[src/rtl/axi_read_arbiter.sv]
// axi_read_arbiter: shares one AXI read channel between I$ and D$.
// Round-robin grant, held from AR handshake to rlast; checks burst length.
module axi_read_arbiter #(
  parameter logic [3:0] ID_I   = 4'd0,
  parameter logic [3:0] ID_D   = 4'd1,
  parameter logic [2:0] SIZE_I = 3'b010
) (
  input  logic        clk,
  input  logic        rst,
  input  logic [31:0] i_araddr,
  input  logic [7:0]  i_arlen,
  input  logic        i_arvalid,
  output logic        i_arready,
  output logic [31:0] i_rdata,
  output logic        i_rlast,
  output logic        i_rvalid,
  input  logic        i_rready,
  input  logic [31:0] d_araddr,
  input  logic [7:0]  d_arlen,
  input  logic [2:0]  d_arsize,
  input  logic        d_arvalid,
  output logic        d_arready,
  output logic [31:0] d_rdata,
  output logic        d_rlast,
  output logic        d_rvalid,
  input  logic        d_rready,
  output logic [3:0]  arid,
  output logic [31:0] araddr,
  output logic [7:0]  arlen,
  output logic [2:0]  arsize,
  output logic [1:0]  arburst,
  output logic        arvalid,
  input  logic        arready,
  input  logic [3:0]  rid,
  input  logic [31:0] rdata,
  input  logic        rlast,
  input  logic        rvalid,
  output logic        rready,
  output logic        burst_err
);

  typedef enum logic [2:0] {
    IDLE, ADDR_I, ADDR_D, DATA_I, DATA_D
  } state_e;

  state_e     state_q, state_d;
  logic       last_d_q, last_d_d;
  logic [7:0] len_q, len_d;
  logic [7:0] beat_cnt_q, beat_cnt_d;
  logic       burst_err_q, burst_err_d;
  logic       beat;
  logic       rid_unused;

  assign rid_unused = ^rid;
  assign beat = rvalid && rready;
  assign burst_err = burst_err_q;

  // grant arbitration, address phase exit and beat counting
  always_comb begin
    state_d     = state_q;
    last_d_d    = last_d_q;
    len_d       = len_q;
    beat_cnt_d  = beat_cnt_q;
    burst_err_d = burst_err_q;
    unique case (state_q)
      IDLE: begin
        if (d_arvalid && (!i_arvalid || !last_d_q)) begin
          state_d  = ADDR_D;
          last_d_d = 1'b1;
        end else if (i_arvalid) begin
          state_d  = ADDR_I;
          last_d_d = 1'b0;
        end
      end
      ADDR_I: begin
        if (!i_arvalid) begin
          state_d = IDLE;
        end else if (arready) begin
          state_d    = DATA_I;
          len_d      = i_arlen;
          beat_cnt_d = 8'd0;
        end
      end
      ADDR_D: begin
        if (!d_arvalid) begin
          state_d = IDLE;
        end else if (arready) begin
          state_d    = DATA_D;
          len_d      = d_arlen;
          beat_cnt_d = 8'd0;
        end
      end
      DATA_I, DATA_D: begin
        if (beat) begin
          beat_cnt_d = beat_cnt_q + 8'd1;
          if (rlast) begin
            state_d = IDLE;
            if (beat_cnt_q != len_q) burst_err_d = 1'b1;
          end else if (beat_cnt_q == len_q) begin
            burst_err_d = 1'b1;
          end
        end
      end
      default: state_d = IDLE;
    endcase
  end

  // route AR payload and R beats to/from the current owner
  always_comb begin
    arvalid   = 1'b0;
    araddr    = i_araddr;
    arlen     = i_arlen;
    arsize    = SIZE_I;
    arid      = ID_I;
    arburst   = 2'b01;
    i_arready = 1'b0;
    d_arready = 1'b0;
    rready    = 1'b0;
    i_rvalid  = 1'b0;
    i_rlast   = 1'b0;
    d_rvalid  = 1'b0;
    d_rlast   = 1'b0;
    i_rdata   = rdata;
    d_rdata   = rdata;
    unique case (state_q)
      ADDR_I: begin
        arvalid   = i_arvalid;
        i_arready = arready;
      end
      ADDR_D: begin
        arvalid   = d_arvalid;
        araddr    = d_araddr;
        arlen     = d_arlen;
        arsize    = d_arsize;
        arid      = ID_D;
        d_arready = arready;
      end
      DATA_I: begin
        rready   = i_rready;
        i_rvalid = rvalid;
        i_rlast  = rlast;
      end
      DATA_D: begin
        rready   = d_rready;
        d_rvalid = rvalid;
        d_rlast  = rlast;
      end
      default: ;
    endcase
  end

  // state, round-robin history, burst length tracking
  always_ff @(posedge clk) begin
    if (rst) begin
      state_q     <= IDLE;
      last_d_q    <= 1'b0;
      len_q       <= 8'd0;
      beat_cnt_q  <= 8'd0;
      burst_err_q <= 1'b0;
    end else begin
      state_q     <= state_d;
      last_d_q    <= last_d_d;
      len_q       <= len_d;
      beat_cnt_q  <= beat_cnt_d;
      burst_err_q <= burst_err_d;
    end
  end

endmodule

[config.mk]
export PLATFORM = sky130hd
export DESIGN_NAME = axi_read_arbiter
export DESIGN_NICKNAME = d
export VERILOG_FILES = /design/src/rtl/axi_read_arbiter.sv
export SDC_FILE = /design/constraint.sdc
export NUM_CORES = 1
export LEC_CHECK = 0
export CAP_MARGIN = 40
export CELL_PAD_IN_SITES_DETAIL_PLACEMENT = 0
export CELL_PAD_IN_SITES_GLOBAL_PLACEMENT = 1
export CORE_ASPECT_RATIO = 0.5
export CORE_UTILIZATION = 20
export DETAILED_ROUTE_END_ITERATION = 10
export PLACE_DENSITY_LB_ADDON = 0.1
export RECOVER_POWER = 50
export SYNTH_ARGS = -nofsm -noshare
export SYNTH_HDL_FRONTEND = slang
export SYNTH_SLANG_ARGS = --single-unit
[constraint.sdc]
create_clock -name clk -period 2.9 [get_ports clk]
set_input_delay 0.29 -clock clk [delete_from_list [all_inputs] [get_ports clk]]
set_output_delay 0.29 -clock clk [all_outputs]
set_load 0.005 [all_outputs]
# == Yosys cells after proc, flatten, opt, wreduce, memory -nomap -nowiden ==
# Cells that the tools add are included.
# totals
reg_bits,21
inputBits,128
word_cells,74
# op_classes
n_reduce_logical,16
n_mux,36
n_addsub,1
eq_ne,16
# op_table
op,count
$mux 8,9
$mux 32,1
$mux 3,9
$pmux 8 s3,1
$pmux 8 s2,1
$mux 1,12
$ne 2x2->1 const B,6
$pmux 3 s4,1
$reduce_and 5->1,2
$ne 3x3->1 const B,3
$add 8x1->8 const B,1
$eq 8x8->1,1
$ne 8x8->1,1
$reduce_and 4->1,2
$eq 3x2->1 const B,2
$reduce_bool 2->1,3
$pmux 1 s2,2
$eq 3x1->1 const B,1
$eq 3x3->1 const B,1
$logic_not 3->1,1
$reduce_bool 3->1,1
$logic_and 1x1->1,2
$logic_not 1->1,2
$ne 2x1->1 const B,1
3 further kinds,3

# == Longest topological paths before layout ==
# depth
ltp_word,5
depth_mapped,6
ltp_nobuf,4

# == Worst setup path before layout ==
# No wires, ideal clock.
# synth_timing
kind,reg-to-output
from,register state_q[0]
to,output port araddr[10]
n_path_buf,3
path_stages_with_launch,6
required_ps,2610
arrival_time_ps,1469
slack_ps,1141
cell_sequence,dfxtp_1 nor3b_1 buf_2 buf_2 buf_4 mux2_2
# synth_between
elab_chain_cells,2
# synth_rtl
element,line_no,text
"start, declared",46,"state_e state_q, state_d;"
"start signal, assigned",161,state_q <= state_d;
$eq 3x2->1,125,unique case (state_q)
$mux 32,125,
"end, declared",28,"output logic [31:0] araddr,"
# Every way passes these cells.

# == Worst setup path after layout ==
# layout_timing
from,register state_q[0]
to,output port araddr[2]
# The elaborated chain is that of the path after synthesis.

==> results.md <==
* Outcome: complete, no violations
* First-pass GRT wire length at between 10000 and 15000 um
* Setup violators final at 0
* Post-synthesis cell count at 271
* Share of layout cells above drive strength 1 at a little under a fifth
* P&R area growth vs syn at 49.5%
* Post-synthesis compound-gate area fraction at 9.96%
* Distinct cells, synth at 47
* Ant diodes at 0
* Via-per-instance ratio at around 4.3
* Drt pass-1 iters at 6
* Mapped Avg Cell Area at around 8.6 um^2
* Post-Syn Area at 0.00232 mm^2
* All-Layer GR Usage at between 10% and 20%
* Initial core utilization at between 20% and 30%
* Primary FF master, synth: dfxtp_1
* Clk_lat worst skew at about 0.26 ns
* Slew @ Worst Pin at approximately 0.83 ns
* Path type of the worst min-delay path: reg -> reg
* Sum of negative setup slack at 0 ns
* Buf+Inv Stages, Crit Path at 2
* Max Cap Violations at 0
* Post-CTS sizing at 0
* Startpoint types: flop
* Crit. End Element: output pin
* Synth Area in XOR/XNOR at approximately 3%
* H-tree depth at 1
* CTS tree: done
* Clock transition at path regs at 0.07 ns
* CTS Buf Count at 3
* Critical path, cell by cell: nor3b_2 > buf_12 > mux2_2 > clkdlybuf4s50_1
* Routed wl met2 at approximately 3600 um
* GRT Residual Overflow at 0
* # hold bufs at CTS at 0
* Die Y at 78.2 um
* Initial antenna violation count at 0
* Final Hold Viols at 0
* Final min period at 2.44 ns
* Core Region at 0.0111 mm^2
* Die ar. at 0.0121 mm^2
* Vias at approximately 2.1k
* Vias in the first global route at 2108
* Routability Congestion at approximately 0.72
* RSZ-0062 raised after global routing: no
* Residual DRC count at 0
* Final Skew at 0.00917 ns
* Required time of the critical path at roughly 2.6 ns
* Fmax at 410 MHz
* DP HPWL at 6490 um
* Crit-path leading delay family: buffers and inverters
* Final worst-path cycle share at 84.1%
* Nets at 474
* Postcts setup bufs at 0
* Synth Area in Adders at less than 1%
* Clk buf depth at 2
* Max-Slew Margin vs Limit at ~44%
* Die width at approximately 150 um
* Async set or reset register ratio after synthesis at 0%
* Slew Viols, Final at 0
* Crit path kind: reg -> out
* Wire length per cell at 16.2 um
* Commonest non-fill, non-tap cell in the layout: clkdlybuf4s50_1
* Drt initial violations at 88
* Met3 routed WL at around 780 um
* Mux cell area share after synthesis at approximately 22%
* CP peak stage delay at 0.47 ns
* Metal-1 WL at ~3500 um
* Clock Sinks at 21
* Slowest stage cell, crit path: clkdlybuf4s50_1
* Max VDD drop at roughly 0.20 mV
* Port Buffers at approximately 140
* Final Power at between 1.5 and 2 mW
* Post-synthesis simple-gate area fraction at between 15 and 20%
* Worst Path Arrival at around 2.2 ns
* Main combinational cell family by area after synthesis: buffers and inverters
* Root buf cell: clkbuf_16
* Top sig layer: met4
* Register area share after synthesis at between 10% and 20%
* Cell Pwr Density at between 400 and 500 mW/mm^2
* Post-synth EDFFs at 0
* Commonest non-fill, non-tap cells in the layout: clkdlybuf4s50_1, mux2_2, dfxtp_1
* DRT antenna net count at 0
* Largest net degree at the start of global routing at 38
* Synthesis warning total at 0
* Final wirelength at between 7000 and 8000 um
* Crit-path max FO at 37
* FP Rows at 27
* LEAKAGE at approximately 1.3 nW
* Ports at between 200 and 300
* Synthesis-stage register bit count at 21
-- cell families (layout without fill, tap and decap cells) --
family	after synthesis	count (layout)
adders and majority gates	1	1
muxes	47	47
xor gates and xnor gates	8	8
and+or+nand+nor	77	77
DFF	21	21
buffers and inverters	87	157
other	2	5
AOI/OAI and AO/OA	28	28
-- power breakdown --
group          total (mW)  switching, mW  internal, mW
clock               0.307          0.120         0.187
sequential          0.365         0.0412         0.323
combinational       0.972          0.361         0.611
total                1.64          0.522          1.12
-- sequential cells by signal (all words and copies together), names as in the netlist --
| name | flops |
|---|---|
| beat_cnt_q | 8 |
| burst_err | 1 |
| last_d_q | 1 |
| len_q | 8 |
| state_q | 3 |
-- synth_stat cells, drive strengths merged (2+ instances only) --
cell    count  share of area, %
nand2       6              0.97
and3        4               1.1
dfxtp      21                18
nand3      10               2.2
o21ai       5               1.2
nand3b      2               1.2
nor2       17               2.7
mux2i       7               3.0
xor2        8               3.0
inv         3              0.48
a211o       2              0.75
nor4        2              0.54
a21oi       9               2.6
nand4       2              0.54
conb        2              0.32
a221o       2              0.91
nor3b       2              0.65
and2        6               1.6
clkbuf      2              0.32
or2         2              0.54
or3         6               1.6
nor3       13               2.8
buf        81                26
mux2       40                19
-- layer usage --
layer | global-route usage, % | vias to the layer above
met1 | 14.8 | 942
met2 | 21.4 | 146
met4 | 2.18 | 0
li1 | - | 1023
met5 | 0 | -
met3 | 4.47 | 6
-- path summary, 6_finish.rpt --
| kind | slack [ns] | cells past startpoint | to | start |
|---|---|---|---|---|
| setup / recovery | 0.46 | 4 | araddr[2] | state_q[0] |
| hold / removal | 0.49 | 1 | burst_err | burst_err |
| setup reg to reg | 0.77 | 4 | beat_cnt_q[6] | state_q[0] |
| hold reg to reg | 0.49 | 1 | burst_err | burst_err |
-- layout make-up --
class,count,area (um^2)
tap,145,181
multi-input combinational,166,1280
sequential,21,420
clock buffer,3,75.1
fill,1176,7670
inverter,4,15.0
clock inverter,1,7.51
timing repair buffer,149,1490
-- per-stage QoR --
step           utilization (%)  setup slack [ns]  area, um^2  hold WS [ns]  instances
6_report                  31.2             0.461        3470         0.486        489
5_1_grt                   31.2             0.329        3470         0.534        489
4_1_cts                   31.2             0.412        3480         0.500        489
3_5_place_dp              30.5             0.561        3400         0.484        485
3_3_place_gp              30.5             0.617        3400         0.478        485
2_1_floorplan                -              1.14        2340         0.406        274
No activity file was read; power rests on OpenSTA's default activity.
